### config.mk
export PLATFORM = sky130hd
export DESIGN_NAME = dispatch_queue
export DESIGN_NICKNAME = d
export VERILOG_FILES = /design/src/rtl/dispatch_queue_pkg.sv /design/src/rtl/dispatch_fifo.sv /design/src/rtl/dispatch_queue.sv
export SDC_FILE = /design/constraint.sdc
export NUM_CORES = 1
export LEC_CHECK = 0
export BUFFER_PORTS_ARGS = -buffer_cell sky130_fd_sc_hd__buf_2
export CORE_AREA = 5 5 234 236
export DETAILED_ROUTE_END_ITERATION = 7
export DIE_AREA = 0 0 239 241
export GPL_ROUTABILITY_DRIVEN = 0
export PLACE_DENSITY_LB_ADDON = 0.15
export SETUP_SLACK_MARGIN = 0.05
export SLEW_MARGIN = 20
export SYNTH_ARGS = -nofsm -noshare
export SYNTH_HDL_FRONTEND = slang
export SYNTH_SLANG_ARGS = --single-unit
### constraint.sdc
create_clock -name clk -period 9.9 [get_ports clk]
set_clock_uncertainty 0.15 [all_clocks]
set_input_delay 0.495 -clock clk [delete_from_list [all_inputs] [get_ports clk]]
set_output_delay 0.495 -clock clk [all_outputs]
set_load 0.05 [all_outputs]
### src/rtl/dispatch_queue_pkg.sv
// Shared constants, instruction-type encoding and packet/decode field offsets for the dispatcher.
`default_nettype none

package dispatch_queue_pkg;

    localparam int WORD         = 32;
    localparam int PKT_W        = 97;
    localparam int ZERO_ROB_IDX = 0;
    localparam int OPT_LUI      = 1;
    localparam logic [WORD-1:0] NEXT_PC_INC = 32'd4;

    // if_pkt = {pb_tk, mis_pc, cur_pc, inst}
    localparam int PKT_INST_LSB   = 0;
    localparam int PKT_CUR_PC_LSB = 32;
    localparam int PKT_MIS_PC_LSB = 64;
    localparam int PKT_META_LSB   = 32;

    typedef enum logic [2:0] {
        TYPE_R = 3'd0,
        TYPE_I = 3'd1,
        TYPE_S = 3'd2,
        TYPE_B = 3'd3,
        TYPE_U = 3'd4,
        TYPE_J = 3'd5
    } inst_type_e;

    // dec_info = {is_ls, imm, rs2, rs1, rd, opt, ty}
    localparam int DEC_TY_LSB  = 0;
    localparam int DEC_OPT_LSB = 3;
    function automatic int dec_rd_lsb(input int opt_w);    return 3 + opt_w;  endfunction
    function automatic int dec_rs1_lsb(input int opt_w);   return 8 + opt_w;  endfunction
    function automatic int dec_rs2_lsb(input int opt_w);   return 13 + opt_w; endfunction
    function automatic int dec_imm_lsb(input int opt_w);   return 18 + opt_w; endfunction
    function automatic int dec_is_ls_bit(input int opt_w); return 50 + opt_w; endfunction
    function automatic int dec_info_w(input int opt_w);    return 51 + opt_w; endfunction

endpackage

`default_nettype wire

### src/rtl/dispatch_fifo.sv
// Circular in-order fetch buffer with push, pop, flush, full/empty flags and a head view.
`default_nettype none

module dispatch_fifo
    import dispatch_queue_pkg::*;
#(
    parameter int DEPTH = 4,
    parameter int WIDTH = PKT_W
) (
    input  logic             clk,
    input  logic             rst,
    input  logic             push_i,
    input  logic             pop_i,
    input  logic             flush_i,
    input  logic [WIDTH-1:0] data_i,
    output logic             full_o,
    output logic             empty_o,
    output logic [WIDTH-1:0] head_o
);

    localparam int PTR_W = $clog2(DEPTH);

    logic [WIDTH-1:0] mem_q [DEPTH];
    logic [PTR_W-1:0] rd_ptr_q, rd_ptr_d;
    logic [PTR_W-1:0] wr_ptr_q, wr_ptr_d;
    logic [PTR_W:0]   count_q, count_d;
    logic             w_push, w_pop;

    assign full_o  = (count_q == (PTR_W+1)'(DEPTH));
    assign empty_o = (count_q == '0);
    assign head_o  = mem_q[rd_ptr_q];
    assign w_push  = push_i & ~full_o & ~flush_i;
    assign w_pop   = pop_i & ~empty_o & ~flush_i;

    always_comb begin
        rd_ptr_d = rd_ptr_q;
        wr_ptr_d = wr_ptr_q;
        count_d  = count_q;
        if (flush_i) begin
            rd_ptr_d = '0;
            wr_ptr_d = '0;
            count_d  = '0;
        end else begin
            if (w_push) wr_ptr_d = wr_ptr_q + 1'b1;
            if (w_pop)  rd_ptr_d = rd_ptr_q + 1'b1;
            count_d = count_q + {{PTR_W{1'b0}}, w_push} - {{PTR_W{1'b0}}, w_pop};
        end
    end

    always_ff @(posedge clk) begin
        if (rst) begin
            rd_ptr_q <= '0;
            wr_ptr_q <= '0;
            count_q  <= '0;
        end else begin
            rd_ptr_q <= rd_ptr_d;
            wr_ptr_q <= wr_ptr_d;
            count_q  <= count_d;
        end
    end

    // Storage carries no reset; validity is tracked by count_q alone.
    always_ff @(posedge clk) begin
        if (w_push) mem_q[wr_ptr_q] <= data_i;
    end

endmodule

`default_nettype wire

### src/rtl/dispatch_queue.sv
// Dispatcher: buffers fetched packets, resolves head operands and issues one registered op per cycle.
// Optional CDB forwarding enabled by defining DISPATCH_CDB_BYPASS_EN.
`default_nettype none

module dispatch_queue
    import dispatch_queue_pkg::*;
#(
    parameter int DEPTH   = 4,
    parameter int NUM_CDB = 2,
    parameter int ROB_W   = 4,
    parameter int OPT_W   = 6
) (
    input  logic                        clk,
    input  logic                        rst,
    input  logic                        rdy_i,
    input  logic                        flush_i,
    input  logic                        if_valid_i,
    output logic                        if_ready_o,
    input  logic [PKT_W-1:0]            if_pkt_i,
    output logic [WORD-1:0]             dec_inst_o,
    input  logic [dec_info_w(OPT_W)-1:0] dec_info_i,
    output logic [9:0]                  reg_rs_o,
    input  logic [2*ROB_W-1:0]          reg_src_i,
    input  logic [2*WORD-1:0]           reg_val_i,
    input  logic                        rob_full_i,
    input  logic [ROB_W-1:0]            rob_idx_i,
    output logic [2*ROB_W-1:0]          rob_src_o,
    input  logic [1:0]                  rob_rdy_i,
    input  logic [2*WORD-1:0]           rob_val_i,
    input  logic                        rs_full_i,
    input  logic                        slb_full_i,
    input  logic [NUM_CDB-1:0]          cdb_valid_i,
    input  logic [NUM_CDB*ROB_W-1:0]    cdb_src_i,
    input  logic [NUM_CDB*WORD-1:0]     cdb_val_i,
    output logic                        rs_ena_o,
    output logic                        slb_ena_o,
    output logic                        rob_ena_o,
    output logic [OPT_W-1:0]            iss_opt_o,
    output logic [2*ROB_W-1:0]          iss_src_o,
    output logic [2*WORD-1:0]           iss_val_o,
    output logic [WORD-1:0]             iss_imm_o,
    output logic [ROB_W-1:0]            iss_rob_idx_o,
    output logic                        iss_isld_o,
    output logic [4:0]                  rob_dest_o,
    output logic [64:0]                 rob_meta_o,
    output logic                        rn_ena_o
);

    logic             w_push, w_pop, w_full, w_empty, w_flush, w_stall;
    logic [PKT_W-1:0] w_head;

    assign w_flush = rdy_i & flush_i;
    assign w_push  = rdy_i & ~flush_i & if_valid_i & ~w_full;

    dispatch_fifo #(.DEPTH(DEPTH), .WIDTH(PKT_W)) u_fifo (
        .clk     (clk),
        .rst     (rst),
        .push_i  (w_push),
        .pop_i   (w_pop),
        .flush_i (w_flush),
        .data_i  (if_pkt_i),
        .full_o  (w_full),
        .empty_o (w_empty),
        .head_o  (w_head)
    );

    logic [2:0]       w_ty;
    logic [OPT_W-1:0] w_opt;
    logic [4:0]       w_rd, w_rs1, w_rs2;
    logic [WORD-1:0]  w_imm, w_cur_pc;
    logic             w_is_ls;

    assign w_ty      = dec_info_i[DEC_TY_LSB +: 3];
    assign w_opt     = dec_info_i[DEC_OPT_LSB +: OPT_W];
    assign w_rd      = dec_info_i[dec_rd_lsb(OPT_W) +: 5];
    assign w_rs1     = dec_info_i[dec_rs1_lsb(OPT_W) +: 5];
    assign w_rs2     = dec_info_i[dec_rs2_lsb(OPT_W) +: 5];
    assign w_imm     = dec_info_i[dec_imm_lsb(OPT_W) +: WORD];
    assign w_is_ls   = dec_info_i[dec_is_ls_bit(OPT_W)];
    assign w_cur_pc  = w_head[PKT_CUR_PC_LSB +: WORD];

    assign if_ready_o = ~w_full;
    assign dec_inst_o = w_head[PKT_INST_LSB +: WORD];
    assign reg_rs_o   = {w_rs2, w_rs1};
    assign rob_src_o  = reg_src_i;
    assign w_stall    = rob_full_i | (w_is_ls ? slb_full_i : rs_full_i);
    assign w_pop      = rdy_i & ~flush_i & ~w_empty & ~w_stall;

`ifndef DISPATCH_CDB_BYPASS_EN
    logic w_unused_cdb;
    assign w_unused_cdb = ^{cdb_valid_i, cdb_src_i, cdb_val_i};
`endif

    // Returns {tag, value}; a zero tag means the value is final.
    function automatic logic [ROB_W+WORD-1:0] resolve(input logic [ROB_W-1:0] src,
                                                      input logic            rob_ready,
                                                      input logic [WORD-1:0] reg_v,
                                                      input logic [WORD-1:0] rob_v);
        logic [ROB_W+WORD-1:0] r;
        if (src == ROB_W'(ZERO_ROB_IDX))  r = {{ROB_W{1'b0}}, reg_v};
        else if (rob_ready)               r = {{ROB_W{1'b0}}, rob_v};
        else begin
            r = {src, {WORD{1'b0}}};
`ifdef DISPATCH_CDB_BYPASS_EN
            // Descending scan so the lowest-numbered matching channel is applied last.
            for (int k = NUM_CDB - 1; k >= 0; k--) begin
                if (cdb_valid_i[k] && (cdb_src_i[k*ROB_W +: ROB_W] == src))
                    r = {{ROB_W{1'b0}}, cdb_val_i[k*WORD +: WORD]};
            end
`endif
        end
        return r;
    endfunction

    logic [ROB_W+WORD-1:0] w_r1, w_r2;
    logic [ROB_W-1:0]      src1_d, src2_d;
    logic [WORD-1:0]       val1_d, val2_d;
    logic [4:0]            dest_d;

    always_comb begin
        w_r1   = resolve(reg_src_i[0 +: ROB_W], rob_rdy_i[0], reg_val_i[0 +: WORD], rob_val_i[0 +: WORD]);
        w_r2   = resolve(reg_src_i[ROB_W +: ROB_W], rob_rdy_i[1], reg_val_i[WORD +: WORD], rob_val_i[WORD +: WORD]);
        src1_d = w_r1[WORD +: ROB_W];
        val1_d = w_r1[0 +: WORD];
        src2_d = w_r2[WORD +: ROB_W];
        val2_d = w_r2[0 +: WORD];
        dest_d = w_rd;
        case (w_ty)
            TYPE_R: ;
            TYPE_B, TYPE_S: dest_d = 5'd0;
            TYPE_I: begin
                src2_d = '0;
                val2_d = '0;
            end
            TYPE_U: begin
                src1_d = '0;
                src2_d = '0;
                val1_d = (w_opt == OPT_W'(OPT_LUI)) ? '0 : w_cur_pc;
                val2_d = '0;
            end
            TYPE_J: begin
                src1_d = '0;
                src2_d = '0;
                val1_d = w_cur_pc;
                val2_d = NEXT_PC_INC;
            end
            default: begin
                src1_d = '0;
                src2_d = '0;
                val1_d = '0;
                val2_d = '0;
                dest_d = 5'd0;
            end
        endcase
    end

    logic                 rs_ena_q, slb_ena_q, rob_ena_q, rn_ena_q, isld_q;
    logic [OPT_W-1:0]     opt_q;
    logic [2*ROB_W-1:0]   src_q;
    logic [2*WORD-1:0]    val_q;
    logic [WORD-1:0]      imm_q;
    logic [ROB_W-1:0]     rob_idx_q;
    logic [4:0]           dest_q;
    logic [64:0]          meta_q;

    always_ff @(posedge clk) begin
        if (rst) begin
            rs_ena_q  <= 1'b0;
            slb_ena_q <= 1'b0;
            rob_ena_q <= 1'b0;
            rn_ena_q  <= 1'b0;
            isld_q    <= 1'b0;
            opt_q     <= '0;
            src_q     <= '0;
            val_q     <= '0;
            imm_q     <= '0;
            rob_idx_q <= '0;
            dest_q    <= '0;
            meta_q    <= '0;
        end else begin
            rs_ena_q  <= w_pop & ~w_is_ls;
            slb_ena_q <= w_pop & w_is_ls;
            rob_ena_q <= w_pop;
            rn_ena_q  <= w_pop & (dest_d != 5'd0);
            if (w_pop) begin
                isld_q    <= w_is_ls & (w_ty == TYPE_I);
                opt_q     <= w_opt;
                src_q     <= {src2_d, src1_d};
                val_q     <= {val2_d, val1_d};
                imm_q     <= w_imm;
                rob_idx_q <= rob_idx_i;
                dest_q    <= dest_d;
                meta_q    <= w_head[PKT_META_LSB +: 65];
            end
        end
    end

    assign rs_ena_o      = rs_ena_q;
    assign slb_ena_o     = slb_ena_q;
    assign rob_ena_o     = rob_ena_q;
    assign rn_ena_o      = rn_ena_q;
    assign iss_isld_o    = isld_q;
    assign iss_opt_o     = opt_q;
    assign iss_src_o     = src_q;
    assign iss_val_o     = val_q;
    assign iss_imm_o     = imm_q;
    assign iss_rob_idx_o = rob_idx_q;
    assign rob_dest_o    = dest_q;
    assign rob_meta_o    = meta_q;

endmodule

`default_nettype wire

* Word-level counts from Yosys, hierarchy flattened *
Memory sizes are Yosys's and may differ from the RTL's. A register that Yosys moved wholly into a read port is not among the register bits.
Cells that the tools add are included.

word-level totals
  bits in writable memories = 388
  logic and storage cells = 72
  flip-flop bits (word level) = 196
  memories kept = 1
  bits of input ports = 378

operators by class
  equality and inequality tests = 7
  muxes and demuxes = 15
  add/sub/neg operators = 4
  reduce and logical (&&, ||, !) cells = 9
  bitwise operators = 21

memory list
  name          words  width  read ports  clocked after memory_dff  write ports  line                 RTL
  u_fifo.mem_q  4      97     1           1                         1            dispatch_fifo.sv:23  logic [WIDTH-1:0] mem_q [DEPTH];

operators with widths
  kind                 number
  $mux 36              4
  $pmux 32 s3          1
  $pmux 32 s2          1
  $mux 32              1
  $and 1x1->1          14
  $eq 3x3->1 const B   3
  $logic_not 4->1      2
  $mux 4               2
  $reduce_or 4->1      2
  $eq 3x2->1 const B   2
  $eq 6x1->1 const B   1
  $logic_not 3->1      2
  $not 1->1            6
  $mux 5               1
  $reduce_bool 5->1    1
  $add 2x1->2 const B  2
  $mux 2               2
  $add 3x1->3          1
  $eq 3x1->1 const B   1
  $mux 1               3
  $reduce_or 3->1      1
  $sub 3x1->3          1
  $reduce_or 2->1      1
  $or 1x1->1           1

* Logic depth before layout (Yosys ltp) *
  word-level depth = 8
  mapped depth = 13
  mapped depth without buffers = 10

* Hierarchy *
From an unflattened synthesis, not the netlist that was laid out.

unflattened totals
  cells, all modules = 1,526
  area, all modules = 22,084.9 um^2

modules (own cells, without submodules)
  module          cells an instance  area an instance (um^2)  instances
  dispatch_fifo   557                14,470.1                 1
  dispatch_queue  969                7,614.8                  1

* Least setup slack after synthesis *
No wires, ideal clock.

  kind = reg2reg
  start = register u_fifo.count_q[2]
  end = memory u_fifo.mem_q[0][0] (netlist name), enable pin
  setup slack = 5,859 ps
  stages on the path, launching flop included = 5
  setup time = 467 ps
  arrival = 3,425 ps
  buffers on the path = 1
  clock period less this slack = 4,041 ps
  cell sequence = dfxtp_1 or3b_2 and4b_1 clkbuf_1 and2_1

on the way
  longest elaborated chain between the ends = 7

ends and longest elaborated chain
  element                           line                  RTL
  from (decl)                       dispatch_fifo.sv:26   logic [PTR_W:0] count_q, count_d;
  from (signal assigned)            dispatch_fifo.sv:58   count_q <= count_d;
  $eq 3x3->1 (*)                    dispatch_fifo.sv:29   assign full_o = (count_q == (PTR_W+1)'(DEPTH));
  $not 1->1 (*)                     n/a
  net if_ready_o                    dispatch_queue.sv:18  output logic if_ready_o,
  $and 1x1->1                       dispatch_queue.sv:53  assign w_push = rdy_i & ~flush_i & if_valid_i & ~w_full;
  $and 1x1->1 (*) (2 in a row)      dispatch_fifo.sv:32   assign w_push = push_i & ~full_o & ~flush_i;
  net u_fifo.w_push                 dispatch_fifo.sv:27   logic w_push, w_pop;
  $mux 1 (*)                        dispatch_fifo.sv:64   if (w_push) mem_q[wr_ptr_q] <= data_i;
  $mux 1 (not written as such) (*)  dispatch_fifo.sv:64
  to (decl)                         dispatch_fifo.sv:23

Mark *: on every way through the listed nets, which the timed path passes. The rest lies on a longest branch.

==> impl_metrics.py <==
metrics = {
    "status": {
        "status": "finished, final reports clean",
    },
    "logic_synthesis": {
        "synth-edff-count": 388,
        "syn_inst": 1567,
        "ys_ff_latch": 586,
        "yosysUniqueCellTypes": 40,
        "async_reset_ff_share_pct": 0,
        "postSynthAreaPerCell_sq_um": 14.37,
        "synth_ff_type": "edfxtp_1",
        "synth.most_common_cell": "edfxtp_1",
        "netlist_top_cells_count": "388 x edfxtp_1, 323 x nand2_1, 198 x dfxtp_1, 155 x a21oi_1, 97 x mux4_2",
        "ys_warn_count": 0,
        "syn-cell-area_sq_mm": 0.02252,
        "syn-num-nets": 1952,
        "synth.top_cells.by_area": "edfxtp_1 52%, dfxtp_1 18%, mux4_2 9.7%, nand2_1 5.4%, a21oi_1 3.4%",
        "yosys.area.top_type": "edfxtp_1",
        "ys_seq_area_share_pct": 69.33,
        "yosysTopAreaCellShare_pct": 51.73,
    },
    "floorplan": {
        "start_util_pct": 43.12,
        "ios": 618,
        "die_w_um": 239,
        "rows": 84,
        "die_h_um": 241,
        "dieArea_sq_mm": 0.05760,
        "core_area_sq_mm": 0.05224,
    },
    "sta": {
        "hold_viol": 0,
        "setup_violations": 0,
        "maxSlewViolCount": 0,
        "fin_crit_ns": 3.725,
        "rsz0062_at_grt": "false",
        "fmax_mhz": 268.5,
        "final.setup.tns_ns": 0,
        "tightest_slew_ns": 1.238,
        "slew_headroom_pct": 15.36,
        "layout_worst_path_cycle_share_pct": 37.63,
    },
    "setup_path": {
        "reg2regPathDepth": 10,
        "crit_arrival_ns": 3.08,
        "critPathKind": "flop to primary output",
        "cp.required_ns": 9.26,
        "start_kind": "flop",
        "crit_path_max_fanout": 39,
        "crit_path_end_kind": "primary output",
    },
    "cells_and_area": {
        "fin_cells": 2900,
        "drive_above_1_share_pct": 33.24,
        "synthToLayoutAreaGrowth_pct": 26.89,
        "fin_nets": 2528,
        "utilization_pct": 54.71,
    },
    "drt": {
        "viasPerCell": 5.290,
        "vias": 15340,
        "drt_iter0_drc": 1017,
        "drtPass1Iterations": 5,
        "finalWirelength_mm": 66.29,
        "antenna_left": 0,
        "routedWlPerCell_um": 22.86,
        "drc": 0,
    },
    "grt": {
        "antenna_found_initial": 33,
        "grt_max_degree": 170,
        "grt_usage_pct": 22.08,
        "grt_pass1_vias": 15480,
        "grt_pass1_wl_mm": 96.84,
        "grt_overflow": 0,
    },
    "power": {
        "p_sw_mw": 1.058,
        "swShare_pct": 21.25,
        "irDropWorstVdd_uv": 140.8,
        "p_int_mw": 3.921,
        "power_density_mw_per_mm2": 174.2,
        "power.share.clock_pct": 41.9,
        "seqPwrFrac_pct": 52.8,
        "combPwrFrac_pct": 5.3,
        "cellLeakagePower_nw": 10.28,
        "power_mw": 4.978,
    },
    "cts": {
        "hold_buffers": 142,
        "cts.sinks": 586,
        "clk_path_buf_depth": 3,
        "clk_pin_slew_worst_paths_ns": 0.06,
        "clk_latency_ns": 0.61,
        "numCtsBuffers": 60,
        "cts-htree-levels": 2,
        "cts_post_setup_buffers_inserted": 0,
        "cts_resized": 0,
        "cts_tree": "yes",
        "cts_root_buf": "clkbuf_16",
    },
    "placed_design": {
        "dpl.hpwl_mm": 43.61,
        "portBuffers": 523,
        "placedCellCount": 2627,
    },
    "worst_hold_path": {
        "hold_path_depth": 2,
        "hp-class": "input pin to flop",
    },
    "flow_run": {
        "drv_cap": 0,
    },
}
## final cells by class
cell class / instances / area, sq um
repair buffers: 685 / 4220
well taps: 688 / 860.8
clock inverters: 17 / 112.6
flip-flops and latches: 586 / 15620
inverters: 8 / 32.53
fillers: 4345 / 23660
diodes: 19 / 47.55
multi-input cells: 802 / 6000
clock buffers: 95 / 1683
## per-stage QoR
step / instance area, sq um / setup slack (ns) / hold WS [ns]
final: 28580 / 6.175 / 0.04208
after global routing: 28560 / 5.906 / 0.01611
after CTS: 28530 / 5.997 / 0.003474
after detailed placement: 25310 / 5.917 / 0.2942
after global placement: 25310 / 5.945 / 0.2857
after floorplan: 22520 / 5.859 / 0.3091
## sequential cells by signal, summed over array words and instances (netlist names), named ones only
register         flops
u_fifo.wr_ptr_q      2
rob_ena_o            1
iss_isld_o           1
iss_rob_idx_o        4
u_fifo.mem_q       388
u_fifo.count_q       3
iss_src_o            8
iss_val_o           64
u_fifo.rd_ptr_q      2
iss_imm_o           32
rs_ena_o             1
iss_opt_o            6
rob_meta_o          65
slb_ena_o            1
rob_dest_o           5
rn_ena_o             1
## kinds of logic after synthesis
family	after synthesis	synth area share [%]
and+or+nand+nor	437	8.289
muxes	99	9.794
xor gates and xnor gates	4	0.1555
adders and majority gates	7	0.4222
buffers and inverters	179	4.178
DFF	586	69.33
AOI/OAI and AO/OA	255	7.828
## cell usage in the layout, fill, tap and decap left out, types with 2 or more instances in the layout
master         count
a2111oi_0         33
and2_1             3
clkbuf_1          30
nand2b_1           2
nor3_1             3
nor4_2             2
a221o_1           32
or4_1              2
buf_4             18
buf_2            522
mux4_2            97
dfxtp_1          196
edfxtp_1         388
xnor2_1            4
and2_4             4
dfxtp_4            2
nor2_1             9
nand4b_1           5
clkinv_2           4
nand3_1           68
buf_12             2
nand3b_1           5
dlygate4sd3_1    142
inv_1              7
nand2_1          323
ha_1               6
diode_2           19
clkinv_1          10
clkbuf_16         60
a2111o_1          31
clkbuf_8           5
a21oi_1          155
## power by group through the flow
stage	combinational, mW	clock [mW]	sequential, mW
detailed placement	0.217	0	2.68
global route	0.283	2.25	2.63
floorplan	0.110	0	2.69
global placement	0.212	0	2.68
CTS	0.265	2.14	2.63
finish	0.264	2.08	2.63
## worst paths after layout
path	from	to	slack [ns]
max	flop	dec_inst_o[23]	6.17
min	dec_info_i[56]	rs_ena_o	0.04
max reg2reg	u_fifo.count_q[1]	u_fifo.count_q[2]	6.57
min reg2reg	rob_meta_o[38]	rob_meta_o[38]	0.30
## critical path, cell delays in order, from the launching register on
cell and delay, ns:
dfxtp_4 0.83, buf_4 0.76, mux4_2 0.62, buf_2 0.23
## metal layers
layer | GRT usage [%] | part of all wire, % | vias to the layer above
met4 | 8.145 | 3.6 | 14
met5 | 0 | 0.14 | -
met1 | 27.16 | 38 | 7599
li1 | - | - | 7043
met3 | 6.434 | 8.8 | 135
met2 | 37.40 | 49 | 549
Power figures use the tool's default switching activity.
